===== src/rtl/fft_trim_pkg.sv =====
// Shared types and helpers for the FFT frame trimmer.
// Holds the trim state enum, default sizing constants and the
// range helpers used to decide which bins of a frame are forwarded.
package fft_trim_pkg;

  typedef enum logic [1:0] {
    SKIP  = 2'd0,
    PASS  = 2'd1,
    DRAIN = 2'd2
  } trim_state_e;

  localparam int DEFAULT_FRAME_LEN = 256;
  localparam int DEFAULT_DATA_W    = 32;

  // Exclusive end of the forwarded range, clipped to the frame length.
  // Evaluated in 32 bits so lo+cnt can never wrap.
  function automatic int unsigned calcHiExcl(input int unsigned lo,
                                             input int unsigned cnt,
                                             input int unsigned frameLen);
    int unsigned sum;
    sum = lo + cnt;
    if (sum > frameLen) begin
      calcHiExcl = frameLen;
    end else begin
      calcHiExcl = sum;
    end
  endfunction

  // Which region a bin index falls into for a given [lo, hiExcl) range.
  function automatic trim_state_e binState(input int unsigned k,
                                           input int unsigned lo,
                                           input int unsigned hiExcl);
    if (k < lo) begin
      binState = SKIP;
    end else if (k < hiExcl) begin
      binState = PASS;
    end else begin
      binState = DRAIN;
    end
  endfunction

endpackage


===== src/rtl/trim_skid_buf.sv =====
// Two-entry valid/ready register slice.
// The head entry drives the outputs directly from registers; the second
// entry absorbs one beat while the consumer stalls, so the producer can
// run at one beat per cycle and only sees backpressure when both are full.
module trim_skid_buf
  import fft_trim_pkg::*;
#(
  parameter int WIDTH = DEFAULT_DATA_W + 1
) (
  input  logic             clk_i,
  input  logic             rst_i,
  input  logic [WIDTH-1:0] inData_i,
  input  logic             inValid_i,
  output logic             inReady_o,
  output logic [WIDTH-1:0] outData_o,
  output logic             outValid_o,
  input  logic             outReady_i
);

  logic [WIDTH-1:0] outData_q, outData_d;
  logic             outValid_q, outValid_d;
  logic [WIDTH-1:0] skidData_q, skidData_d;
  logic             skidValid_q, skidValid_d;
  logic             push;

  assign inReady_o  = ~skidValid_q;
  assign outData_o  = outData_q;
  assign outValid_o = outValid_q;
  assign push       = inValid_i & ~skidValid_q;

  // Next-state: refill the head from the skid entry first to keep order,
  // otherwise from the input; park the input in the skid entry on a stall.
  always_comb begin
    outData_d   = outData_q;
    outValid_d  = outValid_q;
    skidData_d  = skidData_q;
    skidValid_d = skidValid_q;
    if (~outValid_q | outReady_i) begin
      if (skidValid_q) begin
        outData_d   = skidData_q;
        outValid_d  = 1'b1;
        skidValid_d = 1'b0;
      end else begin
        outValid_d = push;
        if (push) begin
          outData_d = inData_i;
        end
      end
    end else if (push) begin
      skidData_d  = inData_i;
      skidValid_d = 1'b1;
    end
  end

  // Register both entries; reset empties the slice and zeroes the data.
  always_ff @(posedge clk_i) begin
    if (rst_i) begin
      outData_q   <= '0;
      outValid_q  <= 1'b0;
      skidData_q  <= '0;
      skidValid_q <= 1'b0;
    end else begin
      outData_q   <= outData_d;
      outValid_q  <= outValid_d;
      skidData_q  <= skidData_d;
      skidValid_q <= skidValid_d;
    end
  end

endmodule


===== src/rtl/fft_frame_trim.sv =====
// Frame-aware bin selector between the FFT power core and the MFCC
// filterbank. Counts the bins of each frame, forwards the contiguous range
// [cfg_bin_lo, cfg_bin_lo+cfg_bin_cnt) clipped to the frame, and drains every
// other bin at full rate so the FFT buffer always empties.
// A frame ends on bin FRAME_LEN-1 or on s_last, whichever comes first; any
// disagreement between the two sets the sticky err_sync flag.
// Optional build macro FFT_TRIM_STATS_EN adds frame_cnt and err_cnt outputs.
module fft_frame_trim
  import fft_trim_pkg::*;
#(
  parameter int DATA_W    = DEFAULT_DATA_W,
  parameter int FRAME_LEN = DEFAULT_FRAME_LEN,
  parameter int CNT_W     = $clog2(FRAME_LEN)
) (
  input  logic              hclk,
  input  logic              rst,
  input  logic [DATA_W-1:0] s_data,
  input  logic              s_valid,
  output logic              s_ready,
  input  logic              s_last,
  input  logic [CNT_W-1:0]  cfg_bin_lo,
  input  logic [CNT_W:0]    cfg_bin_cnt,
  output logic [DATA_W-1:0] m_data,
  output logic              m_valid,
  input  logic              m_ready,
  output logic              m_last,
  output logic              frame_done,
  output logic              err_sync
`ifdef FFT_TRIM_STATS_EN
  ,
  output logic [15:0]       frame_cnt,
  output logic [7:0]        err_cnt
`endif
);

  localparam int HI_W = CNT_W + 1;
  localparam logic [CNT_W-1:0] LAST_BIN = CNT_W'(FRAME_LEN - 1);

  logic [CNT_W-1:0] binCnt_q, binCnt_d;
  trim_state_e      state_q, state_d, curState;
  logic [CNT_W-1:0] lo_q, lo_d, curLo;
  logic [HI_W-1:0]  hi_q, hi_d, curHi, liveHi;
  logic             frameDone_q, frameDone_d;
  logic             errSync_q, errSync_d;

  logic             firstBin, isFinalBin, accept, push, pushLast;
  logic             frameEnd, syncErr, bufReady, bufValid;
  logic [DATA_W:0]  bufOut;

  // Range the live configuration would select if it were latched now.
  assign liveHi = HI_W'(calcHiExcl(32'(cfg_bin_lo), 32'(cfg_bin_cnt),
                                   32'(FRAME_LEN)));

  // Bin 0 always uses the live configuration, because the config is
  // captured on that very beat and may have changed since the last frame
  // ended; later bins use the latched copy and the registered state.
  always_comb begin
    firstBin   = (binCnt_q == '0);
    isFinalBin = (binCnt_q == LAST_BIN);
    curLo      = firstBin ? cfg_bin_lo : lo_q;
    curHi      = firstBin ? liveHi : hi_q;
    curState   = firstBin ? binState(32'd0, 32'(cfg_bin_lo), 32'(liveHi))
                          : state_q;
    s_ready    = ~rst & ((curState == PASS) ? bufReady : 1'b1);
    accept     = s_valid & s_ready;
    push       = accept & (curState == PASS);
    frameEnd   = accept & (isFinalBin | s_last);
    syncErr    = frameEnd & (s_last != isFinalBin);
    pushLast   = ({1'b0, binCnt_q} == (curHi - HI_W'(1))) | frameEnd;
  end

  // Per-beat next state: latch config on bin 0, advance or wrap the bin
  // counter, and classify the next bin so the state tracks the next k.
  always_comb begin
    binCnt_d    = binCnt_q;
    state_d     = state_q;
    lo_d        = lo_q;
    hi_d        = hi_q;
    frameDone_d = 1'b0;
    errSync_d   = errSync_q | syncErr;
    if (accept) begin
      if (firstBin) begin
        lo_d = cfg_bin_lo;
        hi_d = liveHi;
      end
      if (frameEnd) begin
        binCnt_d    = '0;
        frameDone_d = 1'b1;
        state_d     = binState(32'd0, 32'(cfg_bin_lo), 32'(liveHi));
      end else begin
        binCnt_d = binCnt_q + CNT_W'(1);
        state_d  = binState(32'(binCnt_q) + 32'd1, 32'(curLo), 32'(curHi));
      end
    end
  end

  // Frame tracking registers; reset aborts any frame in progress.
  always_ff @(posedge hclk) begin
    if (rst) begin
      binCnt_q    <= '0;
      state_q     <= SKIP;
      lo_q        <= '0;
      hi_q        <= '0;
      frameDone_q <= 1'b0;
      errSync_q   <= 1'b0;
    end else begin
      binCnt_q    <= binCnt_d;
      state_q     <= state_d;
      lo_q        <= lo_d;
      hi_q        <= hi_d;
      frameDone_q <= frameDone_d;
      errSync_q   <= errSync_d;
    end
  end

  trim_skid_buf #(
    .WIDTH(DATA_W + 1)
  ) u_skid (
    .clk_i      (hclk),
    .rst_i      (rst),
    .inData_i   ({pushLast, s_data}),
    .inValid_i  (push),
    .inReady_o  (bufReady),
    .outData_o  (bufOut),
    .outValid_o (bufValid),
    .outReady_i (m_ready)
  );

  assign m_data     = bufOut[DATA_W-1:0];
  assign m_valid    = bufValid;
  assign m_last     = bufOut[DATA_W] & bufValid;
  assign frame_done = frameDone_q;
  assign err_sync   = errSync_q;

`ifdef FFT_TRIM_STATS_EN
  logic [15:0] frameCnt_q;
  logic [7:0]  errCnt_q;

  // Frame counter wraps naturally; error counter saturates at its maximum.
  always_ff @(posedge hclk) begin
    if (rst) begin
      frameCnt_q <= '0;
      errCnt_q   <= '0;
    end else begin
      if (frameDone_q) begin
        frameCnt_q <= frameCnt_q + 16'd1;
      end
      if (syncErr && (errCnt_q != 8'hFF)) begin
        errCnt_q <= errCnt_q + 8'd1;
      end
    end
  end

  assign frame_cnt = frameCnt_q;
  assign err_cnt   = errCnt_q;
`else
  // Statistics counters are not built in this configuration.
`endif

endmodule


===== config.mk =====
export PLATFORM = sky130hd
export DESIGN_NAME = fft_frame_trim
export DESIGN_NICKNAME = d
export VERILOG_FILES = /design/src/rtl/fft_trim_pkg.sv /design/src/rtl/trim_skid_buf.sv /design/src/rtl/fft_frame_trim.sv
export SDC_FILE = /design/constraint.sdc
export NUM_CORES = 1
export LEC_CHECK = 0
export CAP_MARGIN = 10
export CORE_ASPECT_RATIO = 0.7
export CORE_UTILIZATION = 38
export DETAILED_ROUTE_END_ITERATION = 10
export PLACE_DENSITY = 0.65
export SLEW_MARGIN = 10
export SYNTH_ARGS = -nofsm -noshare
export SYNTH_HDL_FRONTEND = slang
export SYNTH_SLANG_ARGS = --single-unit

===== constraint.sdc =====
create_clock -name hclk -period 4.9 [get_ports hclk]
set_input_delay 0.98 -clock hclk [delete_from_list [all_inputs] [get_ports hclk]]
set_output_delay 0.98 -clock hclk [all_outputs]
set_load 0.05 [all_outputs]

; ---- Word-level counts from Yosys, hierarchy flattened
; Cells that the tools add are included.
[classes]
n_mux = 15
n_eq_ne = 4
bitwise_logic = 16
add_sub_neg = 4
n_reduce_logical = 6
n_lt_le_gt_ge = 5
[op_table]
columns = op, count
row1 = 33-bit two-way mux, 2
row2 = 9-bit two-way mux, 2
row3 = 8-bit two-way mux, 2
row4 = 2-bit two-way mux, 6
row5 = 8-bit by 9-bit adder with 10-bit output, 1
row6 = "10-bit by 9-bit > comparator with 1-bit output, second input constant", 1
row7 = "8-bit by 1-bit adder with 9-bit output, second input constant", 1
row8 = 8-bit by 9-bit == test with 1-bit output, 1
row9 = "1-bit by 9-bit < comparator with 1-bit output, first input constant", 1
row10 = 9-bit by 8-bit < comparator with 1-bit output, 1
row11 = 9-bit < comparator, 1
row12 = "9-bit by 1-bit subtractor with 9-bit output, second input constant", 1
row13 = "8-bit by 1-bit adder with 8-bit output, second input constant", 1
row14 = "8-bit == test, second input constant", 1
row15 = 8-bit logical NOT, 1
row16 = "1-bit by 8-bit < comparator with 1-bit output, first input constant", 1
row17 = 1-bit AND, 7
row18 = 1-bit inverter, 5
row19 = 1-bit bitwise OR, 4
row20 = 2-bit AND reduction, 2
row21 = 2-bit OR reduction, 2
row22 = 1-bit two-way mux, 3
row23 = "2-bit by 1-bit == test with 1-bit output, second input constant", 1
row24 = 2-bit nonzero test, 1
row25 = 1-bit != test, 1
[word_totals]
out_inout_bits = 37
wordCells = 60
input_bits = 54
ff_bits = 97

; ---- Logic depth before layout (Yosys ltp)
[depth]
depth_word = 15
mapped_depth = 24
ltp_nobuf = 23

; ---- Modules after synthesis
; From an unflattened synthesis, not the netlist that was laid out.
[hier_totals]
cells_unflattened = 651
area_unflattened_um2 = 5584.1
[modules_own_cells]
columns = module, area_each_um2, cells_each, instances, seq_area_each_um2
row1 = trim_skid_buf, 2905.3, 307, 1, 1361.3
row2 = fft_frame_trim, 2678.8, 344, 1, 580.6

; ---- Worst setup path after synthesis
; OpenSTA, ideal clock, no wires.
[synth_path]
kind = in2reg
startpoint = in cfg_bin_lo[0]
endpoint = reg state_q[0]
t_arrival_ns = 4.588
n_path_buf = 1
path_stages = 23
setup_slack_ns = 0.226
setup_time_ns = 0.086
path_cell_list = ha_1 -> inv_1 -> fa_1 -> nor2b_1 -> o31a_1 -> mux2i_1 -> nor3_1 -> and2_1 -> buf_2 -> o21ai_0 -> nor2_1 -> a21oi_1 -> ha_1 -> nor2b_1 -> o21a_1 -> o21a_1 -> o21a_1 -> o21ai_0 -> nand2b_1 -> a21oi_1 -> o21ai_0 -> nand2b_1 -> a211oi_1
[synth_between]
elab_chain_len = 13
word_cells_on_any_way = 20
[synth_lines]
columns = item, line
row1 = from (decl), fft_frame_trim.sv:21  ; input logic [CNT_W-1:0] cfg_bin_lo,
row2 = 8-bit by 9-bit adder with 10-bit output, fft_trim_pkg.sv:21  ; sum = lo + cnt;
row3 = 10-bit by 9-bit > comparator with 1-bit output, fft_trim_pkg.sv:22  ; if (sum > frameLen) begin
row4 = 9-bit two-way mux, fft_trim_pkg.sv:22
row5 = 1-bit by 9-bit < comparator with 1-bit output, fft_trim_pkg.sv:35  ; end else if (k < hiExcl) begin
row6 = 2-bit two-way mux, fft_trim_pkg.sv:35
row7 = 2-bit two-way mux, fft_trim_pkg.sv:33  ; if (k < lo) begin
row8 = 2-bit two-way mux, fft_frame_trim.sv:62  ; curState = firstBin ? binState(32'd0, 32'(cfg_bin_lo), 32'(liveHi))
row9 = 2-bit by 1-bit == test with 1-bit output, fft_frame_trim.sv:64  ; s_ready = ~rst & ((curState == PASS) ? bufReady : 1'b1);
row10 = 1-bit two-way mux, fft_frame_trim.sv:64
row11 = 1-bit AND, fft_frame_trim.sv:64
row12 = 1-bit AND, fft_frame_trim.sv:65  ; accept = s_valid & s_ready;
row13 = 1-bit AND, fft_frame_trim.sv:67  ; frameEnd = accept & (isFinalBin | s_last);
row14 = 2-bit two-way mux, fft_frame_trim.sv:86  ; if (frameEnd) begin
row15 = to (signal assigned), fft_frame_trim.sv:108  ; state_q <= state_d;
row16 = to (decl), fft_frame_trim.sv:40  ; trim_state_e state_q, state_d, curState;
; Several ways; a longest one is shown, not always the timed one.
; A chain may end at the register's enable or synchronous reset.

; ---- Worst setup path after layout
[layout_path]
startpoint = in cfg_bin_cnt[1]
endpoint = reg state_q[1]
[layout_between]
elab_chain_len = 13
word_cells_on_any_way = 17
[layout_lines]
columns = item, line
row1 = from (decl), fft_frame_trim.sv:22  ; input logic [CNT_W:0] cfg_bin_cnt,
row2 = 8-bit by 9-bit adder with 10-bit output *, fft_trim_pkg.sv:21
row3 = 10-bit by 9-bit > comparator with 1-bit output, fft_trim_pkg.sv:22
row4 = 9-bit two-way mux *, fft_trim_pkg.sv:22
row5 = 1-bit by 9-bit < comparator with 1-bit output, fft_trim_pkg.sv:35
row6 = 2-bit two-way mux, fft_trim_pkg.sv:35
row7 = 2-bit two-way mux, fft_trim_pkg.sv:33
row8 = 2-bit two-way mux, fft_frame_trim.sv:62
row9 = 2-bit by 1-bit == test with 1-bit output, fft_frame_trim.sv:64
row10 = 1-bit two-way mux, fft_frame_trim.sv:64
row11 = 1-bit AND, fft_frame_trim.sv:64
row12 = 1-bit AND, fft_frame_trim.sv:65
row13 = 1-bit AND, fft_frame_trim.sv:67
row14 = 2-bit two-way mux, fft_frame_trim.sv:86
; Mark *: on every way between the ends. The rest lies on a longest branch, timed or not.

==> results.yml <==
outcome:
  status: "completed"
layout:
  fin_area_um2: 7497
  final_core_util_pct: 50.45
  nets: 879
  final_cell_mix: "dfxtp_1, nand2_1, clkdlybuf4s50_1"
  syn_to_final_growth_pct: 28.42
  antenna_cells: 0
  mostFrequentLayoutCell: "dfxtp_1"
  finalNonFillerCells: 996
  layout-drive-gt1-share_pct: 15.23
routing:
  via_count: 5323
  wl_per_cell_um: 15.29
  dr.pass1.iters: 5
  drt_wl_total_um: 15230
  drt-vias-per-instance: 5.344
  drc: 0
  drt_iter0_drc: 418
  drtAntennaViolNets: 0
critical_path:
  start_kind: "primary input"
  arrival_ns: 4.88
  r2r_cells: 18
  path_class: "primary input to flip-flop"
  cp_max_fo: 3
  reg2reg_slack_ns: 1.39
  endpoint_kind: "flip-flop"
  r2r_end: "state_q[1]$_SDFFE_PP0N_"
  reg2reg_from: "binCnt_q[0]$_SDFFE_PP0N_"
  required_ns: 5.11
hold_path:
  whs_path_depth: 2
  hold_path_end: "u_skid.skidData_q[25]$_SDFFE_PP0P_"
  hold_class: "flip-flop to flip-flop"
  worstHoldStart: "u_skid.skidData_q[25]$_SDFFE_PP0P_"
timing:
  max_clock_freq_ghz: 0.2138
  slew_violations: 0
  setup_tns_ns: 0
  relSlewSlack_pct: 52.97
  fin_crit_ns: 4.676
  final_hold_viol_count: 0
  period_share_pct: 95.44
  tightest_slew_ns: 0.7054
  setup_violations: 0
  skew_ns: 0.007472
clock_network:
  cts_sinks: 97
  root_buffer: "clkbuf_16"
  htreeDepth: 3
  cts.path.max_buffers: 2
  clk_latency_ns: 0.35
  postCtsSetupBuffers: 0
  cts_buffers: 9
  path_clk_slew_ns: 0.07
  cts_tree: "done"
synth:
  synth_cell_types: 70
  synth_warnings: 0
  synth_edf_count: 0
  synth_nets: 794
  yosysSeqAreaShare_pct: 33.26
  async_flop_share_pct: 0
  synth_area_um2: 5838
  synth_seq_cells: 97
  postSynthCellCount: 711
  avgSynthCellArea_um2: 8.211
  ys.flop_type: "dfxtp_1"
global_route:
  grt-ovfl-total: 0
  grt_pass1_wl_um: 24960
  grt_antenna_before_repair: 0
  grt_use_total_pct: 19.66
  grt_pass1_vias: 5005
  grt_max_degree: 72
power:
  swShare_pct: 30.58
  p_clk_share_pct: 34.2
  p_leak_uw: 0.002792
  switchingPower_uw: 658.2
  ir_worst_vdd_v: 0.0001836
  p_seq_share_pct: 38.6
  p_per_area_nw_per_um2: 287.1
  p_comb_share_pct: 27.2
  p_int_uw: 1495
placed_design:
  dp_cells: 980
  placed_area_um2: 7092
  dp_hpwl_um: 11460
  place.gp.congestion: 0.9248
  io_buffer_count: 90
die:
  dieArea_um2: 15870
  coreArea_um2: 14860
  start_util_pct: 39.29
  num_rows: 37
  ios: 91
  die_h_um: 105.7
  die_w_um: 150.1
run:
  drv_cap: 0
-- layout make-up --
class                      instances  area (um2)
timing repair buffer             155        1446
sequential                        97        1943
clock buffer                       9       225.2
clock inverter                     7       87.58
inverter                          18       67.56
fill                            1381        7363
multi-input combinational        515        3483
tap                              195       244.0
-- flip-flops by register name, indices dropped and copies added, names as in the netlist --
register and cells:
binCnt_q 8, err_sync 1, frame_done 1, hi_q 9, lo_q 8, state_q 2
u_skid.outData_o 33, u_skid.outValid_o 1, u_skid.skidData_q 33, u_skid.skidValid_q 1
-- synthesized netlist by cell type (all sizes together), types with 2 or more instances --
cell	count	area, um2
and2	6	37.54
nand3b	19	142.6
o31ai	2	20.02
nor3	11	60.06
a21o	6	45.04
o211ai	6	45.04
nand4	2	12.51
ha	28	350.3
nor2	60	225.2
o21ai	32	160.2
xnor2	8	77.58
or3	3	18.77
mux2i	44	440.4
a22oi	5	37.54
o21a	6	45.04
nor4	4	25.02
or2	4	25.02
a311oi	2	23.77
nand2	93	349.1
a2bb2oi	2	17.52
o41ai	3	26.28
nor4b	2	17.52
o22ai	2	12.51
nor2b	6	37.54
and3	7	43.79
a211oi	36	270.3
clkbuf	31	116.4
nand3	12	60.06
o2111ai	4	35.03
inv	18	67.56
nor3b	3	22.52
a31oi	6	65.06
xor2	9	86.34
a21oi	51	262.8
o31a	2	17.52
and3b	2	17.52
buf	50	336.6
a32oi	3	26.28
nand2b	5	31.28
dfxtp	97	1942
a21boi	3	22.52
-- power by group through the flow --
stage | logic [uW] | clock network (uW) | registers [uW]
2_1_floorplan | 349 | 0 | 848
3_3_place_gp | 555 | 0 | 848
3_5_place_dp | 559 | 0 | 849
4_1_cts | 564 | 748 | 831
5_1_grt | 638 | 782 | 835
6_report | 586 | 735 | 832
-- cell families (layout without fill, tap and decap cells) --
family	after synthesis	count (layout)	share of synthesized area [%]
AND/OR/NAND/NOR	241	241	19.57
XOR/XNOR	17	17	2.808
buffers and inverters	99	189	8.915
multiplexers	45	45	7.737
adder cells (fa/ha/maj)	29	29	6.344
AO/OA/AOI/OAI	183	183	21.37
flip-flops	97	97	33.26
-- what timing repair did --
item,in CTS,in global routing
endpoints found under the setup margin,4,5
hold endpoints to repair,0,0
gates resized for setup,4,26
hold buffers,0,0
pin swaps,0,9
-- per-stage QoR --
stage | hold WS, ns | power [uW] | setup WS (ns)
3_3_place_gp | 0.4414 | 1404 | -0.2971
4_1_cts | 0.4576 | 2143 | 0.007068
2_1_floorplan | 0.4360 | 1197 | 0.2263
6_report | 0.4564 | 2153 | 0.2236
5_1_grt | 0.4809 | 2255 | -0.01316
3_5_place_dp | 0.4481 | 1409 | -0.3789
-- routing by layer --
metal / global-route usage, % / share of wire (%) / vias up
met1: 29.17 / 51 / 2503
met2: 28.90 / 43 / 141
met5: 0 / 0 / -
li1: - / - / 2664
met3: 3.766 / 5.7 / 15
met4: 4.473 / 1.0 / 0
-- worst max-delay path by stage --
stage / slack (ns) / depth (start not counted) / start / end
3_3_place_gp: -0.30 / 22 / cfg_bin_cnt[1] / state_q[0]$_SDFFE_PP0N_
6_report: 0.22 / 22 / cfg_bin_cnt[1] / state_q[1]$_SDFFE_PP0N_
3_5_place_dp: -0.38 / 21 / cfg_bin_lo[2] / state_q[0]$_SDFFE_PP0N_
5_1_grt: -0.01 / 21 / cfg_bin_lo[4] / state_q[1]$_SDFFE_PP0N_
2_1_floorplan: 0.23 / 23 / cfg_bin_lo[0] / state_q[0]$_SDFFE_PP0N_
4_1_cts: 0.007 / 23 / cfg_bin_lo[0] / state_q[0]$_SDFFE_PP0N_
-- critical path: stages --
cell             delay, ns
clkdlybuf4s50_1       0.46
ha_1                  0.34
a211oi_2              0.08
buf_4                 0.14
o211a_1               0.21
or4_4                 0.51
nor3_4                0.14
and2_4                0.17
o21ai_2               0.05
nor2_1                0.13
a21oi_2               0.06
ha_1                  0.29
nor2b_1               0.12
o21a_1                0.16
o21a_1                0.16
o21a_1                0.16
o21ai_1               0.12
nand2b_1              0.08
a21oi_2               0.14
o21ai_1               0.09
a32oi_1               0.18
a211oi_1              0.10
Note: power is estimated with default switching activity, not from simulation.
